`config.mk`:
```
export PLATFORM = sky130hd
export DESIGN_NAME = counter_monitor
export DESIGN_NICKNAME = d
export VERILOG_FILES = /design/src/rtl/counter_monitor.sv
export SDC_FILE = /design/constraint.sdc
export NUM_CORES = 1
export LEC_CHECK = 0
export CAP_MARGIN = 30
export CORE_MARGIN = 3
export CORE_UTILIZATION = 40
export DETAILED_ROUTE_END_ITERATION = 8
export PLACE_DENSITY_LB_ADDON = 0.15
export SYNTH_ARGS = -nofsm -noshare
export SYNTH_HDL_FRONTEND = slang
export SYNTH_SLANG_ARGS = --single-unit
```
`constraint.sdc`:
```
create_clock -name sysclk -period 4.4 [get_ports sysclk]
set_input_delay 0.88 -clock sysclk [delete_from_list [all_inputs] [get_ports sysclk]]
set_output_delay 0.88 -clock sysclk [all_outputs]
set_load 0.02 [all_outputs]
```
`src/rtl/counter_monitor.sv`:
```
// Receive-side checker for the T-flip-flop ripple counter: synchronises and
// debounces the rippling Q bits, then verifies every accepted change is +1.
module counter_monitor #(
  parameter int unsigned WIDTH         = 3,
  parameter int unsigned STABLE_CYCLES = 2,
  parameter int unsigned LOCK_COUNT    = 4,
  parameter int unsigned ERR_W         = 8
) (
  input  logic             sysclk,
  input  logic             rst_n,
  input  logic [WIDTH-1:0] q_in,
  input  logic             clr_err,
  output logic [WIDTH-1:0] count_val,
  output logic             step_valid,
  output logic             locked,
  output logic             wrap_pulse,
  output logic             err_pulse,
  output logic [ERR_W-1:0] err_count,
  output logic [1:0]       state
);

  localparam int unsigned STAB_W = $clog2(STABLE_CYCLES + 1);
  localparam int unsigned RUN_W  = $clog2(LOCK_COUNT + 1);

  localparam logic [1:0]        ST_ACQUIRE = 2'd0;
  localparam logic [1:0]        ST_LOCKED  = 2'd1;
  localparam logic [1:0]        ST_FAULT   = 2'd2;
  localparam logic [STAB_W-1:0] STAB_MAX   = STAB_W'(STABLE_CYCLES);
  localparam logic [RUN_W-1:0]  RUN_LOCK   = RUN_W'(LOCK_COUNT);
  localparam logic [ERR_W-1:0]  ERR_MAX    = '1;

  logic [WIDTH-1:0]  sync_q1;
  logic [WIDTH-1:0]  sync_val;
  logic [WIDTH-1:0]  cand;
  logic [STAB_W-1:0] stab;
  logic [STAB_W-1:0] stab_nxt;
  logic              accept_c;
  logic              good_c;
  logic              wrap_c;

  logic [1:0]        state_nxt;
  logic [RUN_W-1:0]  good_run;
  logic [RUN_W-1:0]  run_nxt;

  logic              locked_nxt;
  logic              wrap_nxt;
  logic              err_nxt;
  logic [ERR_W-1:0]  err_count_nxt;

  // Two-flop synchroniser per bit
  always_ff @(posedge sysclk or negedge rst_n) begin
    if (!rst_n) begin
      sync_q1  <= '0;
      sync_val <= '0;
    end else begin
      sync_q1  <= q_in;
      sync_val <= sync_q1;
    end
  end

  // Debounce run length; the candidate always follows sync_val
  always_comb begin
    stab_nxt = stab;
    if (sync_val != cand) begin
      stab_nxt = STAB_W'(1);
    end else if (stab != STAB_MAX) begin
      stab_nxt = stab + STAB_W'(1);
    end
  end

  always_ff @(posedge sysclk or negedge rst_n) begin
    if (!rst_n) begin
      cand <= '0;
      stab <= '0;
    end else begin
      cand <= sync_val;
      stab <= stab_nxt;
    end
  end

  // Accept on the sample that completes the stable run
  assign accept_c = (stab_nxt == STAB_MAX) && (sync_val != count_val);
  assign good_c   = (sync_val == WIDTH'(count_val + WIDTH'(1)));
  assign wrap_c   = good_c && (sync_val == '0);

  // FSM state register
  always_ff @(posedge sysclk or negedge rst_n) begin
    if (!rst_n) begin
      state    <= ST_ACQUIRE;
      good_run <= '0;
    end else begin
      state    <= state_nxt;
      good_run <= run_nxt;
    end
  end

  // FSM next state
  always_comb begin
    state_nxt = state;
    run_nxt   = good_run;
    case (state)
      ST_ACQUIRE: begin
        if (accept_c) begin
          if (good_c) begin
            // good_run stays below LOCK_COUNT while acquiring, so no overflow
            run_nxt = good_run + RUN_W'(1);
            if (run_nxt >= RUN_LOCK) begin
              state_nxt = ST_LOCKED;
            end
          end else begin
            run_nxt = '0;
          end
        end
      end
      ST_LOCKED: begin
        if (accept_c && !good_c) begin
          run_nxt   = '0;
          state_nxt = ST_FAULT;
        end
      end
      ST_FAULT: begin
        if (accept_c && good_c) begin
          run_nxt   = RUN_W'(1);
          state_nxt = (RUN_LOCK == RUN_W'(1)) ? ST_LOCKED : ST_ACQUIRE;
        end
      end
      default: begin
        state_nxt = ST_ACQUIRE;
        run_nxt   = '0;
      end
    endcase
  end

  // FSM outputs, registered below alongside count_val
  always_comb begin
    locked_nxt    = (state_nxt == ST_LOCKED);
    wrap_nxt      = accept_c && wrap_c && (state_nxt == ST_LOCKED);
    err_nxt       = accept_c && !good_c &&
                    ((state == ST_LOCKED) || (state == ST_FAULT));
    err_count_nxt = err_count;
    if (clr_err) begin
      err_count_nxt = '0;
    end else if (err_nxt && (err_count != ERR_MAX)) begin
      err_count_nxt = err_count + ERR_W'(1);
    end
  end

  always_ff @(posedge sysclk or negedge rst_n) begin
    if (!rst_n) begin
      count_val  <= '0;
      step_valid <= 1'b0;
      locked     <= 1'b0;
      wrap_pulse <= 1'b0;
      err_pulse  <= 1'b0;
      err_count  <= '0;
    end else begin
      if (accept_c) begin
        count_val <= sync_val;
      end
      step_valid <= accept_c;
      locked     <= locked_nxt;
      wrap_pulse <= wrap_nxt;
      err_pulse  <= err_nxt;
      err_count  <= err_count_nxt;
    end
  end

endmodule

```
# Word-level counts from Yosys, hierarchy flattened
# Index checks and enable logic that the tools add are counted.
totals:
  ff_bits: 31
  in_bits: 6
  output_inout_bits: 17
  word_cells: 58
op_classes:
  n_eq_ne: 12
  n_addsub: 4
  n_reduce_logical: 14
  muxes: 15
  order_cmp: 1
op_table:
  columns: ["operator", "count"]
  rows:
  - ["$mux 8", 2]
  - ["$mux 2", 7]
  - ["$mux 3", 4]
  - ["$pmux 3 s3", 1]
  - ["$add 8x1->8 const B", 1]
  - ["$logic_and 1x1->1", 8]
  - ["$ne 2x2->1 const B", 4]
  - ["$ne 8x8->1 const B", 1]
  - ["$add 3x1->3 const B", 2]
  - ["$ne 3x3->1", 2]
  - ["$pmux 2 s3", 1]
  - ["$eq 2x1->1 const B", 2]
  - ["$eq 2x2->1 const B", 2]
  - ["$eq 3x3->1", 1]
  - ["$ge 3x3->1 const B", 1]
  - ["$logic_not 3->1", 1]
  - ["$reduce_and 3->1", 1]
  - ["$add 2x1->2 const B", 1]
  - ["$logic_not 2->1", 1]
  - ["$reduce_bool 2->1", 1]
  - ["$logic_not 1->1", 1]
  - ["$logic_or 1x1->1", 1]

# Longest topological paths before layout
logic_depth:
  ltp_word: 10
  mapped_depth: 8
  mapped_depth_nobuf: 7

# Least setup slack after synthesis
# OpenSTA, ideal clock, no wires.
synth_timing:
  kind: "reg-to-reg"
  start: "register count_val[1]"
  end: "register err_count[6]"
  t_required_ns: 4.280
  setup_slack_ns: 2.170
  stages_incl_launch_ff: 8
  synth_period_minus_slack_ns: 2.230
  path_buffers: 1
  setup_ns: 0.120
  t_arrival_ns: 2.109
  cell_sequence: "dfrtp_1 ha_1 xnor3_1 and3_1 buf_6 nand4b_4 or4b_1 o211a_1"
synth_between:
  elab_chain_len: 7
  elab_cells_between_ends: 9
  classes_between: "add/sub: 1; eq/ne: 2; reduce/logical: 6"
synth_rtl:
  columns: ["item", "line", "text"]
  rows:
  - ["start, declared", "13", "output logic [WIDTH-1:0] count_val,"]
  - ["start signal, assigned", "158", "count_val <= sync_val;"]
  - ["$add 3x1->3", "83", "assign good_c = (sync_val == WIDTH'(count_val + WIDTH'(1)));"]
  - ["$eq 3x3->1", "83", null]
  - ["$logic_not 1->1", "138", "err_nxt = accept_c && !good_c &&"]
  - ["$logic_and 1x1->1 (*) (2 in series)", "138", null]
  - ["$logic_and 1x1->1 (*)", "143", "end else if (err_nxt && (err_count != ERR_MAX)) begin"]
  - ["$reduce_bool 2->1 (no source line) (*)", null, null]
  - ["end signal, assigned", "164", "err_count <= err_count_nxt;"]
  - ["end, declared", "18", "output logic [ERR_W-1:0] err_count,"]
# Every way passes the cells marked *; elsewhere a longest branch is shown, timed or not.
# A chain may end at the register's enable or synchronous reset.

# Worst setup path after layout
layout_timing:
  start: "register count_val[0]"
  end: "register err_count[6]"
# The elaborated chain is that of the path after synthesis.

==> summary.md <==
| Metric | Value |
|---|---|
| Die W | `68.5 um` |
| Avg Vias per Cell | `5.48` |
| P&R area growth vs syn | `23.3%` |
| Fin nets | `178` |
| Hold Fails Final Rpt | `0` |
| Share of layout cells above drive strength 1 | `9.15%` |
| Combinational power share | `25.5%` |
| DRT iter0 DRCs | `55` |
| Cell count after synthesis | `138` |
| Cell taking the most area after synthesis | `dfrtp_1` |
| Outcome | `complete, no violations` |
| Critical Path AT | `2520 ps` |
| Crit path launch type | `register` |
| Pwr Density | `418 nW/um^2` |
| Slew Limit Fails | `0` |
| Register area share after synthesis | `49.7%` |
| Reg-to-reg endpoint | `err_count[6]$_DFFE_PN0P_` |
| Number of synthesized flops with an enable pin | `0` |
| Clk root buf | `clkbuf_8` |
| Cell count after placement | `205` |
| HP Start | `sync_q1[2]$_DFF_PN0_` |
| Hold EP | `sync_val[2]$_DFF_PN0_` |
| Die Y | `68.5 um` |
| # IOs | `23` |
| Worst reg-to-reg setup slack | `2050 ps` |
| Netlist cell types | `44` |
| Slew Limit Headroom | `72.0%` |
| HP Class | `register to register` |
| Final period util | `53.3%` |
| WHS Path Cells | `0` |
| DRT Pass-1 Iters | `4` |
| Initial core utilization | `42.0%` |
| Tmin final | `2350 ps` |
| H-tree depth | `2` |
| Main synth FF type | `dfrtp_1` |
| Finished Layout Cells | `212` |
| Worst hold slack | `359 ps` |
| CTS clk-pin slew, worst paths | `60 ps` |
| Setup Fix Bufs, Post-CTS | `0` |
| # DRC | `0` |
| Mapped Nets | `152` |
| Post-synthesis register bit count | `31` |
| Sw Share | `27.8%` |
| Port bufs | `22` |
| Vias | `1162` |
| Setup TNS | `0 ps` |
| Synth warn | `0` |
| Largest fanout on the critical path | `13` |
| Max-Cap Viols | `0` |
| Worst-Margin Slew | `418 ps` |
| TritonCTS clock tree | `done` |
| Asr flop ratio synth | `100%` |
| Ant. Diodes | `0` |
| Worst reg-to-reg path cell count | `6` |
| Sequential power share | `41.8%` |
| Clock power share | `32.8%` |
| Worst clock skew | `4.31 ps` |
| Clk buf depth | `2` |
| CTS Sinks | `31` |
| CTS Buf Count | `5` |
| Synth top area cells | `dfrtp_1, ha_1, mux2_2, inv_1, a21oi_1` |
| Syn_area_per_cell | `11.3 um^2` |
| VDD IR max | `0.343 mV` |
| Cts hold-fix bufs | `0` |
| Internal power | `0.580 mW` |
| Crit path kind | `register to register` |
| Placer Congestion | `0.848` |
| Top cell type's share of synthesized area | `49.7%` |
| Initial antenna violation count | `0` |
| CP Capture Type | `register` |
| Worst reg2reg path startpoint | `count_val[0]$_DFFE_PN0N_` |
| Pin count of the biggest net entering global routing | `32` |
| Core area | `3720 um^2` |
| Sw Pwr | `0.223 mW` |
| Wire per inst | `13.7 um` |
| Die Area | `4690 um^2` |
| Final WL | `2910 um` |
| Post-DP HPWL | `2120 um` |
| Leak Pwr | `0.848 nW` |
| Unrepaired setup endpoints after global routing | `no` |
| Global-route wire length before repair | `5200 um` |
| Clk Latency, worst-skew pair | `290 ps` |
| Gr ovfl total | `0` |
| Highest clock rate | `426 MHz` |
| Final setup vio count | `0` |
| Mapped Area | `1560 um^2` |
| Vias in the first global route | `1152` |
| Post-cts resize count | `0` |
| Post-route ant nets | `0` |
| Row cnt | `22` |
| CP required | `4580 ps` |
| Total track usage | `15.4%` |
[metrics by stage]
stage               utilization (%)  area, um^2  setup slack, ps  power (mW)
global route                   51.8        1920             1940       0.846
global placement               49.0        1820             2150       0.540
floorplan                         -        1560             2170       0.493
finish                         51.8        1920             2050       0.803
detailed placement             49.0        1820             2080       0.544
CTS                            51.8        1920             2060       0.813
[layout by cell type, fill, tap and decap left out, types with 2 or more instances in the layout]
master	instances
dfrtp_1	31
clkdlybuf4s50_1	22
inv_1	10
nand2_1	9
ha_1	8
a21oi_1	7
nand3_1	7
clkbuf_8	5
xor2_1	4
or3_1	4
o21ai_0	4
and3_1	4
mux2_2	4
xnor2_1	3
nand2b_1	3
nor2_1	3
o31ai_1	3
or4_1	3
a31oi_1	2
nand4_1	2
o211ai_1	2
[worst max path at each step]
stage                                         from                        to  slack, ps  depth (start not counted)
after detailed placement  count_val[0]$_DFFE_PN0N_  err_count[6]$_DFFE_PN0P_       2080                          6
after floorplan           count_val[1]$_DFFE_PN0N_  err_count[6]$_DFFE_PN0P_       2170                          7
after global routing      count_val[0]$_DFFE_PN0N_  err_count[5]$_DFFE_PN0P_       1940                          6
after CTS                 count_val[0]$_DFFE_PN0N_  err_count[6]$_DFFE_PN0P_       2060                          6
final                     count_val[0]$_DFFE_PN0N_  err_count[6]$_DFFE_PN0P_       2050                          6
after global placement    count_val[0]$_DFFE_PN0N_  err_count[6]$_DFFE_PN0P_       2150                          6
[critical path: stages, from the launching register on]
cell,delay (ps)
dfrtp_1,410
ha_1,210
xnor3_1,370
and3_1,250
nand4b_4,300
or4b_1,550
o211a_1,140
[Yosys cell counts, types with 2 or more instances]
| cell type | n |
|---|---|
| dfrtp_1 | 31 |
| nand3_1 | 7 |
| mux2_2 | 4 |
| and3_1 | 4 |
| xor2_1 | 4 |
| nand4_1 | 2 |
| inv_1 | 10 |
| or4_1 | 3 |
| o21ai_0 | 4 |
| or3_1 | 4 |
| ha_1 | 8 |
| nor2_1 | 3 |
| nand2_1 | 9 |
| o211ai_1 | 2 |
| o31ai_1 | 3 |
| a31oi_1 | 2 |
| nand2b_1 | 3 |
| xnor2_1 | 3 |
| a21oi_1 | 7 |
[sequential cells by signal (all words and copies together), names as in the netlist]
register    flops
cand            3
count_val       3
err_count       8
err_pulse       1
good_run        3
locked          1
stab            2
state           2
step_valid      1
sync_q1         3
sync_val        3
wrap_pulse      1
[cell families (layout without fill, tap and decap cells)]
kind of cell	after synthesis	in the layout	synth area share (%)
and+or+nand+nor	45	45	18.8
DFF	31	31	49.7
AOI/OAI and AO/OA	27	27	12.0
buffers and inverters	14	40	4.17
adders and majority gates	8	8	6.42
xor gates and xnor gates	8	8	5.37
muxes	5	5	3.53
[area by class of cell]
type                            count  area (um^2)
Fill cell                         342         1790
Inverter                           10         37.5
Timing Repair Buffer               23          228
Tap cell                           48         60.1
Clock inverter                      1         30.0
Sequential cell                    31          776
Clock buffer                        6         72.6
Multi-Input combinational cell     93          719
[metal layers]
layer  GRT usage (%)  part of all wire (%)
met2            23.2                    46
met1            18.9                    46
met3            4.93                   5.9
met4            9.68                   2.2
met5               0                     0
[power by group through the flow]
stage,combinational [mW],sequential [mW],clock [mW]
finish,0.204,0.335,0.263
global route,0.224,0.339,0.283
CTS,0.206,0.336,0.271
detailed placement,0.204,0.340,0
global placement,0.202,0.338,0
floorplan,0.140,0.353,0
(Power assumes the default switching activity.)
==> RTL edit, RTL diff (config.mk and constraints unchanged) <==
Set the parameter `LOCK_COUNT` to 2 (it was 4).
--- a/src/rtl/counter_monitor.sv
+++ b/src/rtl/counter_monitor.sv
@@ -3,7 +3,7 @@
 module counter_monitor #(
   parameter int unsigned WIDTH         = 3,
   parameter int unsigned STABLE_CYCLES = 2,
-  parameter int unsigned LOCK_COUNT    = 4,
+  parameter int unsigned LOCK_COUNT    = 2,
   parameter int unsigned ERR_W         = 8
 ) (
   input  logic             sysclk,
Formal check against the unedited RTL: not equivalent (Yosys sat finds a counterexample within 10 cycles, from zero or initial values and one cycle with rst_n low).
==> RTL edit against the original RTL <==
  * Setup slack gained 0.011 ns
  * Area after synthesis grew 1.8%
  * Die area grew 1.7%
  * First-iteration DRC count down 1.8%
  * Cell area up 4.4%
  * Routed wire length increased by 11%
  * Critical path depth is the same
  * Sequential share of layout area is 3.0 points lower
  * Sequential cell count down 1
  * Utilization is 1.9 points higher
  * Critical endpoint is now wrap_pulse
Power is not compared: it rests on default switching activity, and its combinational part moved more than twofold at a synthesized area within 25%.
==> RTL edit: results (changes against the original RTL) <==
| Metric | Value |
|---|---|
| Vias per cell | `5.71 (+4.1%)` |
| Part of the Yosys area used for sequential elements | `47.2% (-2.5 points)` |
| Final std cells w/o fill | `218 (+2.8%)` |
| # nets final | `182 (+2.2%)` |
| Critical-path maximum fanout | `6 (-7)` |
| HPWL reported at the end of detailed placement | `2380 um (+12%)` |
| Gate Count Post-Synth | `143 (+3.6%)` |
| Worst stage delay on the critical path | `0.49 ns (-0.06 ns)` |
| Number of antenna violations at the first check in global routing | `0 (unchanged)` |
| Global-route wire length before repair | `5780 um (+11%)` |
| Skew final | `0.00697 ns (+0.00266 ns)` |
| Total nets after synthesis | `156 (+2.6%)` |
| Worst Max-Slew Pin Slew | `0.573 ns (+0.155 ns)` |
| Outcome | `completed` |
| Global-route usage over all layers | `15.0% (-0.42 points)` |
| Cell Count Post-Placement | `210 (+2.4%)` |
| Area post-placement | `1870 sq um (+2.5%)` |
| Number of global-route vias before repair | `1277 (+11%)` |
| Cell types with the largest area share after synthesis | `sky130_fd_sc_hd__dfrtp_1, sky130_fd_sc_hd__ha_1, sky130_fd_sc_hd__mux2_2, sky130_fd_sc_hd__nand4_1, sky130_fd_sc_hd__xnor2_1` |
| Setup WS pre-CTS | `2.09 ns (+0.0129 ns)` |
| Synth cell count leaders | `sky130_fd_sc_hd__dfrtp_1, sky130_fd_sc_hd__inv_1, sky130_fd_sc_hd__ha_1, sky130_fd_sc_hd__nand4_1, sky130_fd_sc_hd__nor2_1` |
| Arrival time of data at the critical path endpoint | `2.51 ns (about the same)` |
| Number of fillers in the final layout | `334 (-2.3%)` |
| Number of library cell types mapped by synthesis | `43 (-2.3%)` |
| Pin count of the biggest net entering global routing | `13 (-59%)` |
==> RTL edit: logic make-up (layout without fill, tap and decap cells) <==
group,after synthesis,count (layout),share of synthesized area [%]
buffers and inverters,16,43,4.25
DFF,30,30,47.2
xor gates and xnor gates,13,13,9.45
and+or+nand+nor,46,46,17.6
muxes,7,7,4.80
adders and majority gates,7,7,5.51
AOI/OAI and AO/OA,24,24,11.1
==> RTL edit: final timing paths <==
path / from / endpoint / slack, ns
max in group asynchronous: rst_n / sync_val[0] / 2.78
min in group asynchronous: rst_n / stab[0] / 0.96
hold reg to reg: sync_q1[2] / sync_val[2] / 0.35
setup / recovery: count_val[0] / wrap_pulse / 2.06
hold / removal: sync_q1[2] / sync_val[2] / 0.35
setup reg to reg: count_val[0] / wrap_pulse / 2.06
==> RTL edit: power by group through the flow <==
| stage | Sequential [mW] | Combinational (mW) | Clock [mW] |
|---|---|---|---|
| floorplan | 0.393 | 0.321 | 0 |
| global placement | 0.365 | 0.466 | 0 |
| detailed placement | 0.368 | 0.480 | 0 |
| CTS | 0.363 | 0.482 | 0.352 |
| global route | 0.371 | 0.524 | 0.365 |
| finish | 0.363 | 0.485 | 0.348 |
==> RTL edit: through the flow <==
stage / util [%] / hold slack (ns)
final: 53.6 / 0.348
after global routing: 53.6 / 0.353
after CTS: 53.6 / 0.351
after detailed placement: 49.8 / 0.336
after global placement: 49.4 / 0.334
after floorplan: - / 0.331
==> RTL edit: cell type report <==
type                       count  share of cell area (%)
clock inverter                 2                    2.99
clock buffer                   6                    4.11
sequential                    30                    37.4
multi-input combinational     97                    38.4
inverter                      11                    2.06
timing repair buffer          24                    12.1
tap                           48                    2.99
==> RTL edit: routing by layer <==
metal | up-vias | global-route usage (%) | wire length (um)
li1 | 576 | - | -
met1 | 618 | 17.5 | 1410
met2 | 43 | 24.3 | 1570
met3 | 7 | 4.66 | 176
met4 | 0 | 8.46 | 83
met5 | - | 0 | 0
